--- src/rtl/mna_axi_resp_driver.sv ---
// MNA response-path stage: pairs NoC response header/body flits and drives the
// AXI4-Lite R or B channel, flagging protocol faults and body timeouts.
module mna_axi_resp_driver #(
  parameter int unsigned DATA_WIDTH   = 32,
  parameter int unsigned FLIT_WIDTH   = 37,
  parameter int unsigned BODY_TIMEOUT = 64
) (
  input  logic                  clk,
  input  logic                  rst,
  input  logic [FLIT_WIDTH-1:0] flit_data,
  input  logic                  flit_valid,
  output logic                  flit_ready,
  output logic [DATA_WIDTH-1:0] rdata,
  output logic [1:0]            rresp,
  output logic                  rvalid,
  input  logic                  rready,
  output logic [1:0]            bresp,
  output logic                  bvalid,
  input  logic                  bready,
  output logic                  proto_err
);

  localparam int unsigned CNT_W = (BODY_TIMEOUT > 0) ? $clog2(BODY_TIMEOUT + 1) : 1;
  localparam logic [CNT_W-1:0] CNT_LAST = (BODY_TIMEOUT > 0) ? CNT_W'(BODY_TIMEOUT - 1) : '0;
  localparam logic [CNT_W-1:0] CNT_MAX  = '1;

  typedef enum logic [1:0] {
    FT_IDLE = 2'b00,
    FT_BODY = 2'b01,
    FT_HDR  = 2'b10,
    FT_RSV  = 2'b11
  } ftype_e;

  typedef enum logic [1:0] {
    S_IDLE,
    S_WAIT_BODY,
    S_R_OUT,
    S_B_OUT
  } state_e;

  state_e                state_q, state_d;
  logic [CNT_W-1:0]      cnt_q, cnt_d;
  logic [DATA_WIDTH-1:0] rdata_q, rdata_d;
  logic [1:0]            rresp_q, rresp_d;
  logic                  rvalid_q, rvalid_d;
  logic [1:0]            bresp_q, bresp_d;
  logic                  bvalid_q, bvalid_d;
  logic                  perr_q, perr_d;

  ftype_e ftype;
  logic   accept;
  logic   timeout_hit;
  logic   unused_flit_bits;

  assign ftype            = ftype_e'(flit_data[FLIT_WIDTH-1:FLIT_WIDTH-2]);
  assign unused_flit_bits = ^flit_data[FLIT_WIDTH-3:DATA_WIDTH];

  // Ready depends on state only; held low while reset is asserted.
  assign flit_ready  = !rst && ((state_q == S_IDLE) || (state_q == S_WAIT_BODY));
  assign accept      = flit_valid && flit_ready;
  assign timeout_hit = (BODY_TIMEOUT != 0) && (cnt_q == CNT_LAST);

  always_comb begin
    state_d  = state_q;
    cnt_d    = cnt_q;
    rdata_d  = rdata_q;
    rresp_d  = rresp_q;
    rvalid_d = rvalid_q;
    bresp_d  = bresp_q;
    bvalid_d = bvalid_q;
    perr_d   = 1'b0;

    case (state_q)
      S_IDLE: begin
        if (accept) begin
          case (ftype)
            FT_HDR: begin
              if (flit_data[0]) begin
                rresp_d = flit_data[2:1];
                cnt_d   = '0;
                state_d = S_WAIT_BODY;
              end else begin
                bresp_d  = flit_data[2:1];
                bvalid_d = 1'b1;
                state_d  = S_B_OUT;
              end
            end
            FT_BODY, FT_RSV: perr_d = 1'b1;
            default: ;
          endcase
        end
      end

      S_WAIT_BODY: begin
        // A body arriving in the timeout cycle takes priority over the timeout.
        if (accept && (ftype == FT_BODY)) begin
          rdata_d  = flit_data[DATA_WIDTH-1:0];
          rvalid_d = 1'b1;
          state_d  = S_R_OUT;
        end else begin
          if (accept && ((ftype == FT_HDR) || (ftype == FT_RSV))) perr_d = 1'b1;
          if (timeout_hit) begin
            rdata_d  = '0;
            rresp_d  = 2'b10;
            rvalid_d = 1'b1;
            perr_d   = 1'b1;
            state_d  = S_R_OUT;
          end else if (cnt_q != CNT_MAX) begin
            cnt_d = cnt_q + 1'b1;
          end
        end
      end

      S_R_OUT: begin
        if (rready) begin
          rvalid_d = 1'b0;
          state_d  = S_IDLE;
        end
      end

      S_B_OUT: begin
        if (bready) begin
          bvalid_d = 1'b0;
          state_d  = S_IDLE;
        end
      end

      default: state_d = S_IDLE;
    endcase
  end

  always_ff @(posedge clk or posedge rst) begin
    if (rst) begin
      state_q  <= S_IDLE;
      cnt_q    <= '0;
      rdata_q  <= '0;
      rresp_q  <= '0;
      rvalid_q <= 1'b0;
      bresp_q  <= '0;
      bvalid_q <= 1'b0;
      perr_q   <= 1'b0;
    end else begin
      state_q  <= state_d;
      cnt_q    <= cnt_d;
      rdata_q  <= rdata_d;
      rresp_q  <= rresp_d;
      rvalid_q <= rvalid_d;
      bresp_q  <= bresp_d;
      bvalid_q <= bvalid_d;
      perr_q   <= perr_d;
    end
  end

  assign rdata     = rdata_q;
  assign rresp     = rresp_q;
  assign rvalid    = rvalid_q;
  assign bresp     = bresp_q;
  assign bvalid    = bvalid_q;
  assign proto_err = perr_q;

endmodule

--- config.mk ---
export PLATFORM = sky130hd
export DESIGN_NAME = mna_axi_resp_driver
export DESIGN_NICKNAME = d
export VERILOG_FILES = /design/src/rtl/mna_axi_resp_driver.sv
export SDC_FILE = /design/constraint.sdc
export NUM_CORES = 1
export LEC_CHECK = 0
export CAP_MARGIN = 20
export CORE_ASPECT_RATIO = 0.7
export CORE_MARGIN = 1.5
export CORE_UTILIZATION = 44
export DETAILED_ROUTE_END_ITERATION = 10
export GPL_ROUTABILITY_DRIVEN = 0
export PLACE_DENSITY = 0.77
export SYNTH_ARGS = -nofsm -noshare
export SYNTH_HDL_FRONTEND = slang
export SYNTH_SLANG_ARGS = --single-unit
--- constraint.sdc ---
create_clock -name clk -period 2.3 [get_ports clk]
set_clock_uncertainty 0.15 [all_clocks]
set_input_delay 0.23 -clock clk [delete_from_list [all_inputs] [get_ports clk]]
set_output_delay 0.23 -clock clk [all_outputs]
set_load 0.01 [all_outputs]
---- After elaboration in Yosys (flattened, before gate mapping) ----
Cells that the tools add are included.
W data, S select, Z words.
storage, ports and cells
  flip-flop bits (word level) ............. 48
  input bits .............................. 42
  output and inout port bits .............. 40
  logic and storage cells ................. 86
cells by class
  add/subtract/negate cells ............... 1
  equal/unequal tests ..................... 19
  muxes and demuxes ....................... 37
  bitwise operators ....................... 1
  reduce and logical (&&, ||, !) cells .... 20
operators with widths
  operator               number
  $mux W32               2
  $mux W7                6
  $mux W2                11
  $ne A2 B2 Y1 const B   8
  $pmux W7 S2            1
  $mux W1                12
  $reduce_and A5 Y1      2
  $eq A2 B2 Y1 const B   4
  $pmux W2 S4            1
  $reduce_bool A2 Y1     4
  $add A7 B1 Y7 const B  1
  $eq A7 B6 Y1 const B   1
  $ne A7 B7 Y1 const B   1
  $reduce_and A7 Y1      1
  $pmux W1 S2            3
  $reduce_and A6 Y1      1
  $eq A2 B1 Y1 const B   2
  $logic_and A1 B1 Y1    4
  $ne A2 B1 Y1 const B   2
  $pmux W2 S2            1
  $reduce_and A4 Y1      1
  $ne A3 B2 Y1 const B   1
  $reduce_and A3 Y1      1
  $logic_not A2 Y1       1
  5 further kinds        6

---- Longest topological paths before layout ----
Gate-level depths: netlist of run 1.
  depth in word-level cells ............... 9
  mapped depth ............................ 8
  gate-level depth less buffers ........... 6

---- Least setup slack after synthesis of run 1 ----
OpenSTA, ideal clock, no wires.
  path type ............................... in2reg
  start ................................... in rst
  end ..................................... reg perr_q, in the netlist proto_err
  setup time .............................. 0.148 ns
  arrival time ............................ 1.676 ns
  data required time ...................... 2.002 ns
  setup slack ............................. 0.326 ns
  stages on the path ...................... 4
  buffers on the path ..................... 0
  path through ............................ inv_1 nand2_1 o21ai_0 o311ai_0
between the ends
  cells in the longest elaborated chain, start to end .. 8
  elaborated cells between the ends (all ways) .. 10
  those cells by class .................... 5 x mux; 5 x reduce/logical
ends and longest elaborated chain
  element                         RTL line  source
  from (decl)                     9         input logic rst,
  $logic_not A1 Y1 (no line) (*)  -
  $logic_and A1 B1 Y1 (*)         59        assign flit_ready = !rst && ((state_q == S_IDLE) || (state_q == S_WAIT_BODY));
  $logic_and A1 B1 Y1 (*)         60        assign accept = flit_valid && flit_ready;
  $logic_and A1 B1 Y1             101       if (accept && ((ftype == FT_HDR) || (ftype == FT_RSV))) perr_d = 1'b1;
  $mux W1                         101
  $mux W1                         102       if (timeout_hit) begin
  $mux W1                         96        if (accept && (ftype == FT_BODY)) begin
  $pmux W1 S2 (*)                 73        case (state_q)
  net perr_d                      48        logic perr_q, perr_d;
  to (signal assigned)            150       perr_q <= perr_d;
  to (decl)                       48
Mark *: on every way through the listed nets, which the timed path passes. The rest lies on a longest branch.
A chain may end at the register's enable or synchronous reset.

---- Worst setup path in the final report of run 1 ----
  start ................................... reg state_q[0]
  end ..................................... out flit_ready
between the ends
  cells in the longest elaborated chain, start to end .. 3
  elaborated cells between the ends (all ways) .. 4
  those cells by class .................... 1 x eq/ne; 3 x reduce/logical
ends and longest elaborated chain
  element                                                  RTL line  source
  from (decl)                                              41        state_e state_q, state_d;
  from (signal assigned)                                   143       state_q <= state_d;
  $eq A2 B1 Y1 / $logic_not A2 Y1 (equally long branches)  59
  $logic_or A1 B1 Y1 (*)                                   59
  $logic_and A1 B1 Y1 (*)                                  59
  to (decl)                                                12        output logic flit_ready,
Mark *: on every way between the ends. The rest lies on a longest branch, timed or not.

==> impl_metrics.json, run 1 <==
{
  "outcome": "completed",
  "die_area_um2": 5580,
  "dr.first_iter.drc_count": 104,
  "antenna_found_initial": 0,
  "wl_um": 5510,
  "timing.final.crit_share": 0.954,
  "power_density_nw_per_um2": 1050,
  "worstPathRequired_ns": 1.92,
  "p_leak_nw": 1.38,
  "rows": 21,
  "drtPass1Iterations": 4,
  "min_period_ns": 2.20,
  "postCtsSetupBuffers": 0,
  "grt_usage": 0.216,
  "antenna_left": 0,
  "syn_inst": 241,
  "fin_cells": 390,
  "wl_per_cell_um": 14.1,
  "overflow": 0,
  "hold_ws_ns": 0.236,
  "synth_flop_cell": "dfrtp_1",
  "dp_slack_ns": 0.205,
  "grt_pass1_vias": 1849,
  "r2r_slack_ns": 0.29,
  "worstPathArrival_ns": 1.82,
  "syn_area_um2": 2260,
  "port_buffers": 78,
  "path_clk_slew_ns": 0.09,
  "timing.rr.start": "cnt_q[0]",
  "setup_viol": 0,
  "slew_violations": 0,
  "drive_above_1_share": 0.0841,
  "ir_drop_mv": 0.514,
  "grt_start_max_net_pins": 34,
  "final-hold-violation-count": 0,
  "nets": 369,
  "ys_types": 38,
  "ctsHoldBuffers": 0,
  "core_um2": 4860,
  "synth_fp_nets": 289,
  "insertion_delay_ns": 0.30,
  "initial_core_util": 0.465,
  "yosysSeqAreaShare": 0.531,
  "fp.dieW_um": 88.7,
  "slew_headroom": 0.743,
  "timing.fmax_mhz": 456,
  "rsz0062_at_grt": "no",
  "hp-class": "primary input to async pin",
  "htreeDepth": 2,
  "end_kind": "primary output",
  "reg2reg_depth": 5,
  "critical_path.reg2reg.endpoint": "state_q[0]",
  "numCtsBuffers": 5,
  "dp_hpwl_um": 3990,
  "die_h_um": 63.0,
  "pin_count": 82,
  "path_max_fanout": 5,
  "grt_pass1_wl_um": 9300,
  "clk_path_buf_depth": 2,
  "cts_root_buf": "clkbuf_8",
  "fin_ws_ns": 0.105,
  "ys_warn_count": 0,
  "via_per_inst": 5.05,
  "drc": 0,
  "synth_edf_count": 0,
  "async_flop_share": 1.00,
  "tightest_slew_ns": 0.385,
  "syn_area_per_cell_um2": 9.38,
  "cts_tree": "done",
  "path_class": "flip-flop to primary output",
  "clock_sinks": 48,
  "cp-start-kind": "flip-flop",
  "syn_to_final_growth_pct": 44.2,
  "fin_setup_tns_ns": 0,
  "place_inst": 383,
  "vias": 1971,
  "diodes": 0,
  "synth_seq_cells": 48,
  "cap_violations": 0
}
## routing by layer
| layer | routed length [um] | GRT usage | vias up |
|---|---|---|---|
| li1 | - | - | 978 |
| met1 | 2710 | 0.311 | 929 |
| met2 | 2320 | 0.316 | 57 |
| met3 | 425 | 0.0727 | 7 |
| met4 | 51 | 0.0469 | 0 |
| met5 | 0 | 0 | - |
## placed cells by master (no fill, tap or decap), drive strengths merged, types with 2 or more instances in the layout
cell,instances
inv,9
clkdlybuf4s50,78
mux2,2
nor3b,2
o211ai,3
o21ai,41
a21oi,2
nand4,2
ha,6
buf,7
nor2,6
nand2,72
nor3,3
and4bb,2
nand2b,2
and2,2
dfrtp,48
a2bb2oi,4
clkbuf,6
o2bb2ai,2
o311ai,2
a21o,2
nand3,5
## power breakdown
| group | internal [W] | total (W) | switching [W] |
|---|---|---|---|
| clock network | 0.000240 | 0.000516 | 0.000276 |
| logic | 0.000863 | 0.00158 | 0.000718 |
| registers | 0.00115 | 0.00132 | 0.000171 |
## layout make-up
cell class	instances	area [um^2]
Tap cell	69	86.3
Clock buffer	6	82.6
Multi-Input combinational cell	172	988
Fill cell	393	1600
Sequential cell	48	1200
Clock inverter	1	8.76
Inverter	9	33.8
Timing Repair Buffer	85	858
## synthesized netlist by cell type (3+ instances only)
| cell type | instances | share of area |
|---|---|---|
| nand2_1 | 72 | 0.12 |
| dfrtp_1 | 48 | 0.53 |
| o21ai_0 | 41 | 0.091 |
| inv_1 | 9 | 0.015 |
| buf_2 | 8 | 0.018 |
| ha_1 | 6 | 0.033 |
| nor2_1 | 6 | 0.010 |
| nand3_1 | 5 | 0.011 |
| a2bb2oi_1 | 4 | 0.015 |
| nor3_1 | 3 | 0.0066 |
| o211ai_1 | 3 | 0.010 |
## timing repair
item	CTS	global route
setup endpoints to repair	1	1
resized for setup	1	2
gates cloned	0	0
## metrics by stage
step | instance area [um^2] | power (W) | utilization
final | 3260 | 0.00342 | 0.671
after global routing | 3260 | 0.00368 | 0.671
after CTS | 3250 | 0.00343 | 0.668
after detailed placement | 3150 | 0.00291 | 0.649
after global placement | 3150 | 0.00286 | 0.649
after floorplan | 2260 | 0.00207 | -
## critical path: stages, from the launching register on
cell             delay, ns
dfrtp_1               0.45
inv_1                 0.14
ha_2                  0.24
nor2_1                0.07
nor2_1                0.08
clkdlybuf4s50_1       0.54
## how the worst max path moves through the flow
stage                     startpoint         end  slack (ns)
after floorplan                  rst   proto_err        0.33
after global placement           rst    cnt_q[0]        0.23
after detailed placement         rst    cnt_q[0]        0.21
after CTS                 state_q[1]  flit_ready        0.05
after global routing      state_q[0]  flit_ready        0.03
final                     state_q[0]  flit_ready        0.10
## registers in the layout (all words and copies together), names as in the netlist
| register | count |
|---|---|
| rdata | 32 |
| bvalid | 1 |
| bresp | 2 |
| proto_err | 1 |
| state_q | 2 |
| rresp | 2 |
| rvalid | 1 |
| cnt_q | 7 |
## kinds of logic after synthesis
kind of cell             synth area share
AND/OR/NAND/NOR                     0.213
AO/OA/AOI/OAI                       0.167
flip-flops                          0.531
buffers and inverters              0.0404
adder cells (fa/ha/maj)            0.0332
multiplexers                       0.0160
(Power assumes the default switching activity.)
==> inputs of run 2 (changes only) <==
- CORE_MARGIN: 1.5 -> default
- SLEW_MARGIN: default -> 20
==> impl_metrics.json, run 2 (synthesized netlist as in run 1, its figures left out) <==
{
  "design_area_um2": 3260,
  "drc": 0,
  "power_density_nw_per_um2": 1050,
  "cp_common_cell": "nor2_1",
  "rows": 21,
  "drive_above_1_share": 0.0923,
  "clock_power_share": 0.149,
  "final_cell_mix": "78 x clkdlybuf4s50_1, 72 x nand2_1, 48 x dfrtp_1, 41 x o21ai_0, 10 x buf_4",
  "r2r_slack_ns": 0.23,
  "cts_tree": "done",
  "path_cells": "inv_1, ha_2, nor2_1, nor2_1, clkdlybuf4s50_1",
  "nFillCells": 378,
  "postCtsSetupBuffers": 0,
  "drtPass1Iterations": 4,
  "grt_usage": 0.211,
  "clk_path_buf_depth": 2,
  "largest_reg_flops": 32,
  "final-hold-violation-count": 0,
  "clock_sinks": 48,
  "critPathTopFamily": "buffers and inverters",
  "port_buffers": 78,
  "wl_per_cell_um": 14.0,
  "p_sw_w": 0.00117,
  "grt_pass1_vias": 1876,
  "end_kind": "primary output",
  "path_class": "flip-flop to primary output",
  "multi_input_area_um2": 976,
  "critPathBufInv": 2,
  "setup_viol": 0,
  "nets": 373,
  "power_frac_seq": 0.385,
  "via_per_inst": 5.10,
  "cp.depth": 5,
  "path_clk_slew_ns": 0.09,
  "numCtsBuffers": 5,
  "post_dp_cell_area_um2": 3170,
  "dr.first_iter.drc_count": 78,
  "ir_drop_mv": 0.515,
  "fp.dieW_um": 87.7,
  "worstPathArrival_ns": 1.78,
  "intPower_w": 0.00226,
  "wl_um": 5500,
  "comb_power_share": 0.466,
  "pin_count": 82,
  "layout_commonest_cell": "clkdlybuf4s50_1",
  "hp-class": "primary input to async pin",
  "path_max_fanout": 5,
  "met1_usage": 0.290,
  "ctsHoldBuffers": 0,
  "grt_pass1_wl_um": 8660,
  "met3_usage": 0.0528,
  "die_h_um": 62.0,
  "cpMaxStageDelayCell": "clkdlybuf4s50_1",
  "slew_violations": 0,
  "grt_start_max_net_pins": 36,
  "rsz0062_at_grt": "no",
  "regArea_um2": 1200,
  "htreeDepth": 2,
  "min_period_ns": 2.16,
  "tightest_slew_ns": 0.433,
  "top_usage_layer": "met2",
  "cts_root_buf": "clkbuf_8",
  "power.total_w": 0.00343,
  "antenna_found_initial": 0,
  "syn_to_final_growth_pct": 44.4,
  "die_area_um2": 5430,
  "hold_ws_ns": 0.160,
  "outcome": "completed",
  "antenna_left": 0,
  "sw_frac_of_total": 0.340,
  "p_leak_nw": 1.40,
  "utilization": 0.672,
  "overflow": 0,
  "reg2reg_depth": 5,
  "cts-resized-gates": 0,
  "core_um2": 4860,
  "vias": 2010,
  "timing.final.crit_share": 0.938,
  "crit_path_max_incr_delay_ns": 0.53,
  "slew_headroom": 0.711,
  "initial_core_util": 0.465,
  "grt_use_met2": 0.340,
  "timing.fmax_mhz": 464,
  "worstPathRequired_ns": 1.92,
  "dp_hpwl_um": 3970,
  "cap_violations": 0,
  "diodes": 0,
  "fin_setup_tns_ns": 0,
  "insertion_delay_ns": 0.29,
  "cp-start-kind": "flip-flop"
}
[run 2: changes by cell type in the layout (fill, tap and decap cells not counted), sizes merged]
cell  delta
buf      +4
[run 2: cell type report]
type | count | share of cell area
tap | 69 | 0.0264
inverter | 9 | 0.0103
clock buffer | 6 | 0.0253
sequential | 48 | 0.368
clock inverter | 1 | 0.00268
timing repair buffer | 89 | 0.268
multi-input combinational | 172 | 0.299
[run 2: final timing paths]
kind,startpoint,end
hold / removal,rst,rdata[0]
setup reg to reg,cnt_q[0],state_q[0]
setup / recovery,state_q[0],flit_ready
max in group asynchronous,rst,bresp[1]
hold reg to reg,rresp[0],rresp[0]
min in group clk,flit_data[5],rdata[5]
[run 2: metal layers]
layer / wire [um] / share of wire
met1: 2630 / 0.48
met4: 43 / 0.0078
met5: 0 / 0
met2: 2420 / 0.44
met3: 407 / 0.074
[run 2: per-stage QoR]
| step | cells | setup slack [ns] |
|---|---|---|
| global placement | 387 | 0.259 |
| finish | 394 | 0.144 |
| CTS | 394 | 0.0892 |
| global route | 394 | 0.0190 |
| detailed placement | 387 | 0.223 |
| floorplan | 241 | 0.326 |
[run 2: power groups by stage]
stage                     clock network (W)  registers (W)  logic, W
after floorplan                           0        0.00146  0.000607
after global placement                    0        0.00133   0.00155
after detailed placement                  0        0.00134   0.00160
after CTS                          0.000525        0.00132   0.00160
after global routing               0.000559        0.00137   0.00176
final                              0.000510        0.00132   0.00160
==> inputs of run 3 (changes only) <==
- TNS_END_PERCENT: default -> 1
==> results of run 3 <==
No change in the layout: final DEF, timing and power equal those of run 2.
